===== config.mk =====
export PLATFORM = sky130hd
export DESIGN_NAME = alu_result_stage
export DESIGN_NICKNAME = d
export VERILOG_FILES = /design/src/rtl/alu_result_stage_pkg.sv /design/src/rtl/alu_result_stage_core.sv /design/src/rtl/alu_result_stage.sv
export SDC_FILE = /design/constraint.sdc
export NUM_CORES = 1
export LEC_CHECK = 0
export ABC_AREA = 1
export BUFFER_PORTS_ARGS = -buffer_cell sky130_fd_sc_hd__clkbuf_2
export CAP_MARGIN = 40
export CORE_ASPECT_RATIO = 1.4
export CORE_MARGIN = 2
export CORE_UTILIZATION = 30
export CTS_CLUSTER_DIAMETER = 50
export DETAILED_ROUTE_END_ITERATION = 8
export PLACE_DENSITY = 0.55
export SYNTH_ARGS = -nofsm -noshare
export SYNTH_HDL_FRONTEND = slang
export SYNTH_SLANG_ARGS = --single-unit
export TNS_END_PERCENT = 50

===== constraint.sdc =====
create_clock -name Clk -period 3.7 [get_ports Clk]
set_input_delay 0.37 -clock Clk [delete_from_list [all_inputs] [get_ports Clk]]
set_output_delay 0.37 -clock Clk [all_outputs]
set_load 0.1 [all_outputs]

===== src/rtl/alu_result_stage_pkg.sv =====
// Shared ALU opcode constants and result-stage state encoding.
package alu_result_stage_pkg;

  localparam logic [3:0] OP_AND = 4'b0000;
  localparam logic [3:0] OP_OR  = 4'b0001;
  localparam logic [3:0] OP_ADD = 4'b0010;
  localparam logic [3:0] OP_SUB = 4'b0110;
  localparam logic [3:0] OP_SLT = 4'b0111;
  localparam logic [3:0] OP_NOR = 4'b1100;
  localparam logic [3:0] OP_XOR = 4'b1101;

  typedef enum logic [1:0] {
    ST_EMPTY = 2'd0,
    ST_ONE   = 2'd1,
    ST_FULL  = 2'd2
  } state_e;

endpackage


===== src/rtl/alu_result_stage_core.sv =====
// Combinational ALU: opcode select plus zero/overflow/illegal flags.
module alu_core
  import alu_result_stage_pkg::*;
#(
  parameter int WIDTH = 32
) (
  input  logic [3:0]       op_i,
  input  logic [WIDTH-1:0] a_i,
  input  logic [WIDTH-1:0] b_i,
  output logic [WIDTH-1:0] result_o,
  output logic             zero_o,
  output logic             ovf_o,
  output logic             illegal_o
);

  logic [WIDTH-1:0] sum;
  logic [WIDTH-1:0] diff;
  logic             lt;

  assign sum  = a_i + b_i;
  assign diff = a_i - b_i;
  // Signed compare directly, so SLT stays correct when a-b overflows.
  assign lt   = $signed(a_i) < $signed(b_i);

  always_comb begin
    result_o  = '0;
    ovf_o     = 1'b0;
    illegal_o = 1'b0;
    case (op_i)
      OP_AND: result_o = a_i & b_i;
      OP_OR:  result_o = a_i | b_i;
      OP_NOR: result_o = ~(a_i | b_i);
      OP_XOR: result_o = a_i ^ b_i;
      OP_ADD: begin
        result_o = sum;
        ovf_o    = (a_i[WIDTH-1] == b_i[WIDTH-1]) && (sum[WIDTH-1] != a_i[WIDTH-1]);
      end
      OP_SUB: begin
        result_o = diff;
        ovf_o    = (a_i[WIDTH-1] != b_i[WIDTH-1]) && (diff[WIDTH-1] != a_i[WIDTH-1]);
      end
      OP_SLT: result_o = {{(WIDTH-1){1'b0}}, lt};
      default: illegal_o = 1'b1;
    endcase
  end

  assign zero_o = (result_o == '0);

endmodule


===== src/rtl/alu_result_stage.sv =====
// Execute-stage result register with a 2-entry skid buffer (output reg + skid reg).
//   state    | meaning
//   ST_EMPTY | no entry held, in_ready=1
//   ST_ONE   | output register valid, skid empty, in_ready=1
//   ST_FULL  | output and skid registers valid, in_ready=0
module alu_result_stage
  import alu_result_stage_pkg::*;
#(
  parameter int WIDTH = 32,
  parameter int RADDR = 5
) (
  input  logic             Clk,
  input  logic             Rst,
  input  logic             flush,
  input  logic             in_valid,
  output logic             in_ready,
  input  logic [3:0]       in_op,
  input  logic [WIDTH-1:0] in_a,
  input  logic [WIDTH-1:0] in_b,
  input  logic [RADDR-1:0] in_rd,
  output logic             out_valid,
  input  logic             out_ready,
  output logic [WIDTH-1:0] out_result,
  output logic             out_zero,
  output logic             out_ovf,
  output logic             out_illegal,
  output logic [RADDR-1:0] out_rd
);

  state_e           state_q, state_d;
  logic [WIDTH-1:0] res_q, skid_res_q;
  logic             zero_q, skid_zero_q;
  logic             ovf_q, skid_ovf_q;
  logic             ill_q, skid_ill_q;
  logic [RADDR-1:0] rd_q, skid_rd_q;

  logic [WIDTH-1:0] core_res;
  logic             core_zero, core_ovf, core_ill;
  logic             accept, drain;
  logic             load_out, load_skid, move_skid;

  alu_core #(.WIDTH(WIDTH)) u_core (
    .op_i      (in_op),
    .a_i       (in_a),
    .b_i       (in_b),
    .result_o  (core_res),
    .zero_o    (core_zero),
    .ovf_o     (core_ovf),
    .illegal_o (core_ill)
  );

  assign in_ready  = (state_q != ST_FULL);
  assign out_valid = (state_q != ST_EMPTY);
  assign accept    = in_valid && in_ready;
  assign drain     = out_valid && out_ready;

  always_comb begin
    state_d   = state_q;
    load_out  = 1'b0;
    load_skid = 1'b0;
    move_skid = 1'b0;
    case (state_q)
      ST_EMPTY: if (accept) begin
        state_d  = ST_ONE;
        load_out = 1'b1;
      end
      ST_ONE: begin
        if (accept && !drain) begin
          state_d   = ST_FULL;
          load_skid = 1'b1;
        end else if (accept && drain) begin
          load_out = 1'b1;
        end else if (drain) begin
          state_d = ST_EMPTY;
        end
      end
      ST_FULL: if (drain) begin
        state_d   = ST_ONE;
        move_skid = 1'b1;
      end
      default: state_d = ST_EMPTY;
    endcase
    if (flush) state_d = ST_EMPTY;
  end

  always_ff @(posedge Clk or posedge Rst) begin
    if (Rst) begin
      state_q     <= ST_EMPTY;
      res_q       <= '0;
      zero_q      <= 1'b0;
      ovf_q       <= 1'b0;
      ill_q       <= 1'b0;
      rd_q        <= '0;
      skid_res_q  <= '0;
      skid_zero_q <= 1'b0;
      skid_ovf_q  <= 1'b0;
      skid_ill_q  <= 1'b0;
      skid_rd_q   <= '0;
    end else begin
      state_q <= state_d;
      if (flush) begin
        res_q       <= '0;
        zero_q      <= 1'b0;
        ovf_q       <= 1'b0;
        ill_q       <= 1'b0;
        rd_q        <= '0;
        skid_res_q  <= '0;
        skid_zero_q <= 1'b0;
        skid_ovf_q  <= 1'b0;
        skid_ill_q  <= 1'b0;
        skid_rd_q   <= '0;
      end else begin
        if (load_out) begin
          res_q  <= core_res;
          zero_q <= core_zero;
          ovf_q  <= core_ovf;
          ill_q  <= core_ill;
          rd_q   <= in_rd;
        end
        if (move_skid) begin
          res_q       <= skid_res_q;
          zero_q      <= skid_zero_q;
          ovf_q       <= skid_ovf_q;
          ill_q       <= skid_ill_q;
          rd_q        <= skid_rd_q;
          skid_res_q  <= '0;
          skid_zero_q <= 1'b0;
          skid_ovf_q  <= 1'b0;
          skid_ill_q  <= 1'b0;
          skid_rd_q   <= '0;
        end
        if (load_skid) begin
          skid_res_q  <= core_res;
          skid_zero_q <= core_zero;
          skid_ovf_q  <= core_ovf;
          skid_ill_q  <= core_ill;
          skid_rd_q   <= in_rd;
        end
      end
    end
  end

  assign out_result  = res_q;
  assign out_zero    = zero_q;
  assign out_ovf     = ovf_q;
  assign out_illegal = ill_q;
  assign out_rd      = rd_q;

endmodule


==> flow_summary.yaml, run 1 <==
outcome:
  status: "completed"
global_route:
  gr-usage-all-layers: 0.2248
  antenna_found_initial: 0
  grt_pass1_wl_um: 63580
  grt_pass1_vias: 11450
  grt_max_degree: 44
  gr-total-overflow: 0
cts:
  cts_root_buffer: "clkbuf_16"
  cts_setup_buffers: 0
  clock-sinks: 82
  cts_tree: "built"
  path_clk_slew_ns: 0.06
  cts_buffer_depth: 2
  htreeDepth: 3
  cts_made_buffers: 9
  cts_resized: 0
  clock_latency_ns: 0.33
  hold_buffers: 0
sta:
  max_freq_ghz: 0.3524
  tns_ns: 0
  fin_crit_ns: 2.838
  hold_viol: 0
  setup_viol: 0
  tightest_slew_ns: 0.7508
  max_slew_margin: 0.4989
  rsz0062_at_grt: "no"
  clock-skew-final_ns: 0.006987
  drv_slew: 0
  period_share: 0.7669
setup_path:
  cp_top_family: "simple AND/OR/NAND/NOR gates"
  critPathMaxFanout: 4
  cp_cell_sequence: "clkbuf_2, ha_1, inv_1, fa_1, inv_1, nand3_1, nand3_1, nand2_1, nand2_1, xor2_1, nor2_1, nor2_1, nand2_1, nor2_1, nand2_1, nor2_1, nand2_1, nor2_1, nand2_1, nand2_1, nand2_1, nand2_1"
  required_ns: 3.96
  reg2regPathDepth: 10
  path_depth: 22
  critPathBufInv: 3
  timing.critical_path.mode_cell: "nand2_1"
  critPathLaunchType: "input pin"
  crit_path_end_kind: "flip-flop"
  crit_slowest_cell: "fa_1"
  arrival_ns: 3.10
  crit_path_max_incr_delay_ns: 0.39
  critPathKind: "input pin to flip-flop"
routing:
  wl_um: 41330
  vias: 11610
  drcViolationCount: 0
  dr.first_iter.drc_count: 692
  viasPerCell: 4.977
  wl_per_cell_um: 17.72
  drtAntennaViolNets: 0
  first_pass_iters: 5
run:
  drv_cap: 0
logic_synthesis:
  yosysTopAreaCellShare: 0.1950
  yosysWarnings: 0
  synth_area_leaders: "dfrtp_1, nand2_1, ha_1"
  ys_seq_area_frac: 0.1950
  synthCells: 1783
  synth_fp_nets: 1962
  syn-mean-instance-area_um2: 5.901
  synth.distinct_cells: 42
  synth_area_um2: 10520
  yosysTopAreaCell: "dfrtp_1"
  ys_ff_latch: 82
floorplan:
  die_w_um: 162.3
  start_util: 0.3027
  floorplan.rows: 81
  pin_count: 120
  die_h_um: 225.6
  dieArea_um2: 36610
  core_area_um2: 34760
placed_design:
  portBuffers: 119
  dpl.hpwl_um: 34330
  gp_congestion: 1.018
  placedCellCount: 2316
power:
  power_density_nw_per_um2: 292.5
  ir_drop_mv: 0.2661
  power_mw: 3.458
  leakage_nw: 6.695
finish:
  final-instance-count-excl-fill: 2332
  nets: 2050
  area_delta_synth_final_pct: 12.38
  post-route-util: 0.3401
  drive_gt1_frac: 0.1141
  fillCellCount: 3974
hold_path:
  hold_path_class: "input pin to asynchronous set/reset pin"
[path summary, 6_finish.rpt]
check,startpoint,end,slack [ns]
max,in_b[0],out_zero,0.86
min,Rst,skid_rd_q[2],0.12
max reg2reg,state_q[1],skid_res_q[29],1.19
min reg2reg,out_result[12],out_result[12],0.48
max in group asynchronous,Rst,out_result[24],2.57
min in group Clk,in_rd[3],skid_rd_q[3],0.30
[cells by family after synthesis]
family,Yosys count,synth area share
AOI/OAI and AO/OA,244,0.1460
xor gates and xnor gates,2,0.001665
adders and majority gates,101,0.1215
buffers and inverters,405,0.1539
DFF,82,0.1950
and+or+nand+nor,949,0.3819
[state kept, by name, summed over array words and instances, names as in the netlist]
| signal | count |
|---|---|
| out_ovf | 1 |
| skid_rd_q | 5 |
| out_zero | 1 |
| out_rd | 5 |
| skid_res_q | 32 |
| skid_zero_q | 1 |
| skid_ill_q | 1 |
| skid_ovf_q | 1 |
| out_result | 32 |
| out_illegal | 1 |
| state_q | 2 |
[routing by layer]
| layer | track usage | part of all wire | up-vias |
|---|---|---|---|
| met5 | 0 | 0 | - |
| met4 | 0.1130 | 0.059 | 0 |
| met3 | 0.01524 | 0.038 | 86 |
| met2 | 0.4107 | 0.50 | 335 |
| met1 | 0.2634 | 0.41 | 5382 |
| li1 | - | - | 5803 |
[Yosys cell counts (all sizes together)]
cell type    n
a221oi      18
ha          99
a22o         4
nor3        10
a21oi       40
and3         6
or2          2
clkinv       2
inv        337
nand2      543
fa           2
o31ai        1
a31oi        1
o21ai      112
buf         39
a211oi       7
o21bai       9
a21o         1
xor2         2
o211ai       2
nand3      180
and2         4
a32o        29
dfrtp       82
nor4         1
clkbuf      27
nor2       182
o22ai       20
nand4       21
[placed cells by master (no fill, tap or decap), types with 2 or more instances in the layout]
master,instances
nand2_1,530
inv_1,325
nand3_1,173
nor2_1,164
clkbuf_2,119
o21ai_0,109
ha_1,99
dfrtp_1,82
a21oi_1,38
a32o_1,29
buf_4,24
nand4_1,21
o22ai_1,20
a221oi_1,18
nor2_2,14
nand2_2,13
inv_2,11
nor3_1,9
clkbuf_16,9
o21bai_1,8
a211oi_1,7
nand3_2,7
and3_1,6
nor2_4,4
and2_1,4
a22o_1,4
o21ai_1,3
clkinv_2,3
clkinv_1,2
a21oi_2,2
o211ai_1,2
or2_2,2
xor2_1,2
fa_1,2
clkinvlp_4,2
[per-stage QoR]
step	hold slack (ns)	cell area, um2	worst slack, ns
after detailed placement	0.4753	11530	0.5796
after global routing	0.2012	11820	0.5201
final	0.1244	11820	0.8624
after floorplan	0.4700	10520	1.222
after global placement	0.4686	11530	0.5423
after CTS	0.1494	11820	0.9031
[area by class of cell]
class	instances	area, um2	share of cell area
Multi-Input combinational cell	1296	6855	0.5798
Sequential cell	82	2052	0.1735
Inverter	339	1274	0.1077
Timing Repair Buffer	143	775.7	0.06561
Tap cell	456	570.5	0.04825
Clock buffer	10	239.0	0.02021
Clock inverter	5	55.05	0.004656
Antenna cell	1	2.502	0.0002116
[worst register-to-register path, delay by kind of cell (launching register included)]
kind            cells  cell delay (ns)
compound gates      1             0.29
buf+inv             6             1.39
flops               1             0.35
simple gates        3             0.35
[report_power, final]
group	total, mW	internal, mW	switching, mW
clock	0.884	0.535	0.349
combinational	1.60	0.396	1.20
sequential	0.974	0.943	0.0317
Power figures use the tool's default switching activity.
==> run 2, diff against run 1 <==
--- a/config.mk
+++ b/config.mk
@@ -13,7 +13,7 @@
 export CORE_UTILIZATION = 30
 export CTS_CLUSTER_DIAMETER = 50
 export DETAILED_ROUTE_END_ITERATION = 8
-export PLACE_DENSITY = 0.55
+export PLACE_DENSITY = 0.56
 export SYNTH_ARGS = -nofsm -noshare
 export SYNTH_HDL_FRONTEND = slang
 export SYNTH_SLANG_ARGS = --single-unit
==> constraint.sdc (replaced) <==
create_clock -name Clk -period 2.55 [get_ports Clk]
set_input_delay 0.255 -clock Clk [delete_from_list [all_inputs] [get_ports Clk]]
set_output_delay 0.255 -clock Clk [all_outputs]
set_load 0.1 [all_outputs]
==> run 2 against run 1 <==
Against the previous run: the flow now finishes with violations (negative hold slack); sequential cell count unchanged; largest power group unchanged; clock power increased by 65%; power is 67% higher; combinational power grew 81%; wire length grew 3.0%; cell area rose by 22%; cell count up 12%; count of clock-buffer cells in the layout stayed put; sequential share of layout area fell by 3.1 points; worst hold slack worse by 0.14 ns; global-route usage grew 0.67 points; clock skew barely moved; highest routed layer unchanged.
==> flow_summary.yaml, run 2 (synthesis results as in run 1) <==
cts:
  hold_buffers: 0
  cts_root_buffer: "clkbuf_16"
  path_clk_slew_ns: 0.06
  cts_setup_buffers: 0
  cts_buffer_depth: 2
  cts_made_buffers: 9
  htreeDepth: 3
  cts_resized: 0
  clock_latency_ns: 0.33
  cts_tree: "built"
  clock-sinks: 82
outcome:
  status: "complete, but fails checks"
  violations: "negative hold slack"
finish:
  final_common_cell: "nand2_1"
  post-route-util: 0.4145
  layout_common_cells: "nand2_1, inv_1, buf_4"
  diodes: 0
  nets: 2342
  area_delta_synth_final_pct: 36.94
  design_area_um2: 14410
  drive_gt1_frac: 0.2624
floorplan:
  dieArea_um2: 36610
  pin_count: 120
  core_area_um2: 34760
  die_w_um: 162.3
  floorplan.rows: 81
  start_util: 0.3027
  die_h_um: 225.6
global_route:
  antenna_found_initial: 0
  gr-usage-all-layers: 0.2315
  gr-total-overflow: 0
  grt_pass1_wl_um: 66380
  grt_pass1_vias: 12510
  grt_max_degree: 44
routing:
  wl_um: 42550
  drcViolationCount: 0
  viasPerCell: 4.820
  vias: 12630
  first_pass_iters: 5
  wl_per_cell_um: 16.23
  drtAntennaViolNets: 0
  dr.first_iter.drc_count: 840
placed_design:
  dpl-instance-area_um2: 13830
  gp_congestion: 0.9951
  portBuffers: 119
  dpl.hpwl_um: 35400
sta:
  tightest_slew_ns: 0.7163
  hold_viol: 8
  holdWs_ns: -0.01140
  fin_crit_ns: 2.408
  clock-skew-final_ns: 0.006871
  drv_slew: 0
  max_freq_ghz: 0.4153
  setup_viol: 0
  rsz0062_at_grt: "no"
  tns_ns: 0
  max_slew_margin: 0.5219
  period_share: 0.9444
setup_path:
  crit_path_max_incr_delay_ns: 0.43
  required_ns: 2.80
  cp_cell_sequence: "clkbuf_2, inv_1, ha_2, nand2_1, nor2_1, nand2_1, nor2_1, nor2_1, buf_4, nand3_1, nand3_1, o21ai_0, nor2_1, o21ai_0"
  critPathMaxFanout: 8
  arrival_ns: 2.66
  r2r_slack_ns: 0.55
  critPathKind: "input pin to flip-flop"
  critPathLaunchType: "input pin"
  crit_path_end_kind: "flip-flop"
  crit_slowest_cell: "ha_2"
  reg2regPathDepth: 11
  timing.critical_path.mode_cell: "nor2_1"
power:
  ir_drop_mv: 0.3935
  leakage_nw: 8.186
  power_density_nw_per_um2: 400.3
hold_path:
  hold_path_class: "input pin to asynchronous set/reset pin"
run:
  drv_cap: 0
run 2: final timing paths:
check,endpoint,from
max in group asynchronous,out_result[7],Rst
worst min-delay path,out_rd[1],Rst
min in group Clk,skid_rd_q[2],in_rd[2]
worst min register to register,out_result[19],out_result[19]
worst max-delay path,out_ovf,in_b[27]
worst max register to register,out_result[15],state_q[0]
run 2: power by group:
group	switching [mW]	internal (mW)	leakage, nW	total (mW)
clock	0.490	0.967	0.160	1.46
sequential	0.0436	1.37	1.12	1.41
combinational	1.86	1.04	6.90	2.90
total	2.40	3.37	8.19	5.77
run 2: critical path: cells and delay by family:
| family | cells | cell delay (ns) |
|---|---|---|
| simple gates | 8 | 1.13 |
| fa+ha+maj | 1 | 0.43 |
| buf+inv | 3 | 0.29 |
| compound gates | 2 | 0.54 |
run 2: per-layer routing:
layer  routed length, um  track usage  up-vias
li1                    -            -     6401
met1               17630       0.2725     5835
met2               21600       0.4291      310
met3                1370      0.01800       86
met4                1953      0.09677        0
met5                   0            0        -
run 2: per-stage QoR:
step | hold WS (ns) | power [mW] | std cells | setup WS [ns]
4_1_cts | 0.01129 | 5.720 | 2621 | 0.04723
5_1_grt | 0.05526 | 6.111 | 2621 | 0.004810
2_1_floorplan | 0.3550 | 3.066 | 1783 | 0.1345
6_report | -0.01140 | 5.767 | 2621 | 0.1419
3_3_place_gp | 0.3653 | 4.236 | 2608 | -0.2719
3_5_place_dp | 0.3751 | 4.253 | 2608 | -0.3024
run 2: cell type report:
cell class                 count  area, um2
multi-input combinational   1296       7102
inverter                     339       1274
tap                          456      570.5
clock inverter                 3      90.09
timing repair buffer         435       3080
fill                        3734      20350
sequential                    82       2052
clock buffer                  10      239.0
==> run 3, diff against run 2 <==
--- a/config.mk
+++ b/config.mk
@@ -14,6 +14,7 @@
 export CTS_CLUSTER_DIAMETER = 50
 export DETAILED_ROUTE_END_ITERATION = 8
 export PLACE_DENSITY = 0.56
+export RECOVER_POWER = 50
 export SYNTH_ARGS = -nofsm -noshare
 export SYNTH_HDL_FRONTEND = slang
 export SYNTH_SLANG_ARGS = --single-unit
==> run 3 against run 2 <==
Against the previous run: the run ends with max-capacitance violations, max-slew violations left; utilization decreased by 0.13 points; critical endpoint unchanged; clock skew about the same; critical path depth unchanged; wire length about the same; via count increased by 0.26%.
==> flow_summary.yaml, run 3 (synthesis results as in run 1) <==
setup_path:
  critPathMaxFanout: 8
  reg2regPathDepth: 11
  r2r_start: "state_q[0]"
  arrival_ns: 2.67
  critPathKind: "input pin to flip-flop"
  path_depth: 14
  required_ns: 2.80
  crit_path_max_incr_delay_ns: 0.43
  cp_top_family: "simple AND/OR/NAND/NOR gates"
  cp_cell_sequence: "clkbuf_2, inv_1, ha_2, nand2_1, nor2_1, nand2_1, nor2_1, nor2_1, buf_4, nand3_1, nand3_1, o21ai_0, nor2_1, o21ai_0"
  r2r_slack_ns: 0.56
  critPathBufInv: 3
  crit_path_end_kind: "flip-flop"
  critPathLaunchType: "input pin"
  crit_slowest_cell: "ha_2"
  timing.critical_path.mode_cell: "nor2_1"
  r2r_end: "out_result[15]"
sta:
  hold_viol: 0
  drv_slew: 41
  period_share: 0.9489
  tns_ns: 0
  fin_crit_ns: 2.420
  max_slew_margin: -0.1845
  setup_slack_ns: 0.1304
  holdWs_ns: 0.1822
  clock-skew-final_ns: 0.007106
  rsz0062_at_grt: "no"
  setup_viol: 0
  max_freq_ghz: 0.4133
  tightest_slew_ns: 1.767
global_route:
  gr-usage-all-layers: 0.2315
  grt_pass1_wl_um: 66380
  gr-total-overflow: 0
  grt_max_degree: 44
  grt_pass1_vias: 12510
  antenna_found_initial: 0
hold_path:
  hold_end: "skid_rd_q[2]"
  hp-start: "in_rd[2]"
  hold_path_class: "input pin to flip-flop"
  hold_depth: 3
power:
  power_density_nw_per_um2: 400.5
  pwr-share-comb: 0.502
  sequentialPowerShare: 0.245
  leakage_nw: 8.106
  p_sw_mw: 2.392
  pwr-share-clk: 0.253
  intPower_mw: 3.361
  ir_drop_mv: 0.3930
  sw_frac_of_total: 0.4158
cts:
  path_clk_slew_ns: 0.06
  cts_tree: "built"
  htreeDepth: 3
  cts_made_buffers: 9
  cts_root_buffer: "clkbuf_16"
  cts_buffer_depth: 2
  clock_latency_ns: 0.33
  clock-sinks: 82
finish:
  post-route-util: 0.4132
  nets: 2342
  area_delta_synth_final_pct: 36.52
  drive_gt1_frac: 0.2527
  final_common_cell: "nand2_1"
  final-instance-count-excl-fill: 2621
  fillCellCount: 3743
  diodes: 0
  layout_common_cells: "nand2_1, inv_1, buf_4"
routing:
  first_pass_iters: 5
  wl_um: 42540
  drtAntennaViolNets: 0
  dr.first_iter.drc_count: 803
  vias: 12670
  wl_per_cell_um: 16.23
  viasPerCell: 4.832
  drcViolationCount: 0
floorplan:
  pin_count: 120
  floorplan.rows: 81
  dieArea_um2: 36610
  start_util: 0.3027
  die_h_um: 225.6
  core_area_um2: 34760
  die_w_um: 162.3
run:
  drv_cap: 1
placed_design:
  placedCellCount: 2608
  portBuffers: 119
  place_ws_ns: -0.3024
  gp_congestion: 0.9951
  dpl.hpwl_um: 35400
outcome:
  status: "complete, but fails checks"
  violations: "max-capacitance violations, max-slew violations"
==> run 3: cell count changes in the layout (fill, tap and decap cells not counted) <==
cell / change
buf_12: -1
clkinv_2: -1
clkbuf_1: +21
buf_4: -1
clkinvlp_2: +1
clkbuf_2: -19
==> run 3: area by class of cell <==
type	instances	area [um2]	area share
timing repair buffer	435	3037	0.2114
clock inverter	3	90.09	0.006272
clock buffer	10	239.0	0.01664
inverter	339	1274	0.08868
tap	456	570.5	0.03972
sequential	82	2052	0.1429
multi-input combinational	1296	7102	0.4944
==> run 3: what timing repair did <==
| action | 4_1_cts | 5_1_grt |
|---|---|---|
| setup endpoints to repair | 0 | 3 |
| resized for setup | 0 | 70 |
| hold buffers | 0 | 0 |
| setup buffers | 0 | 0 |
| hold endpoints to repair | 0 | 0 |
==> run 3: worst max-delay path by stage <==
stage | startpoint | endpoint | slack [ns]
detailed placement | in_b[27] | out_ovf | -0.30
CTS | in_b[27] | out_ovf | 0.05
global placement | in_a[0] | out_zero | -0.27
floorplan | state_q[1] | out_result[4] | 0.13
finish | in_b[27] | out_ovf | 0.13
global route | in_b[0] | out_zero | 0.005
==> run 3: routing by layer <==
metal / vias up / share of wire / GRT usage
met5: - / 0 / 0
met4: 0 / 0.046 / 0.09677
met3: 88 / 0.033 / 0.01800
li1: 6402 / - / -
met2: 338 / 0.51 / 0.4291
met1: 5837 / 0.41 / 0.2725
==> run 3: per-stage QoR <==
stage                     cell area [um2]  power, mW
after floorplan                     10520      3.066
after global placement              13830      4.236
after detailed placement            13830      4.253
after CTS                           14160      5.720
after global routing                14360      6.100
final                               14360      5.752
==> run 3: tightest hold or removal path, cell delays in order <==
cell      delay [ns]
clkbuf_2        0.08
inv_1           0.06
o21ai_0         0.08
==> run 3: power groups by stage <==
stage | clock [mW] | sequential (mW) | combinational, mW
6_report | 1.46 | 1.41 | 2.89
3_3_place_gp | 0 | 1.43 | 2.80
2_1_floorplan | 0 | 1.82 | 1.25
5_1_grt | 1.53 | 1.42 | 3.15
4_1_cts | 1.48 | 1.41 | 2.83
3_5_place_dp | 0 | 1.44 | 2.82
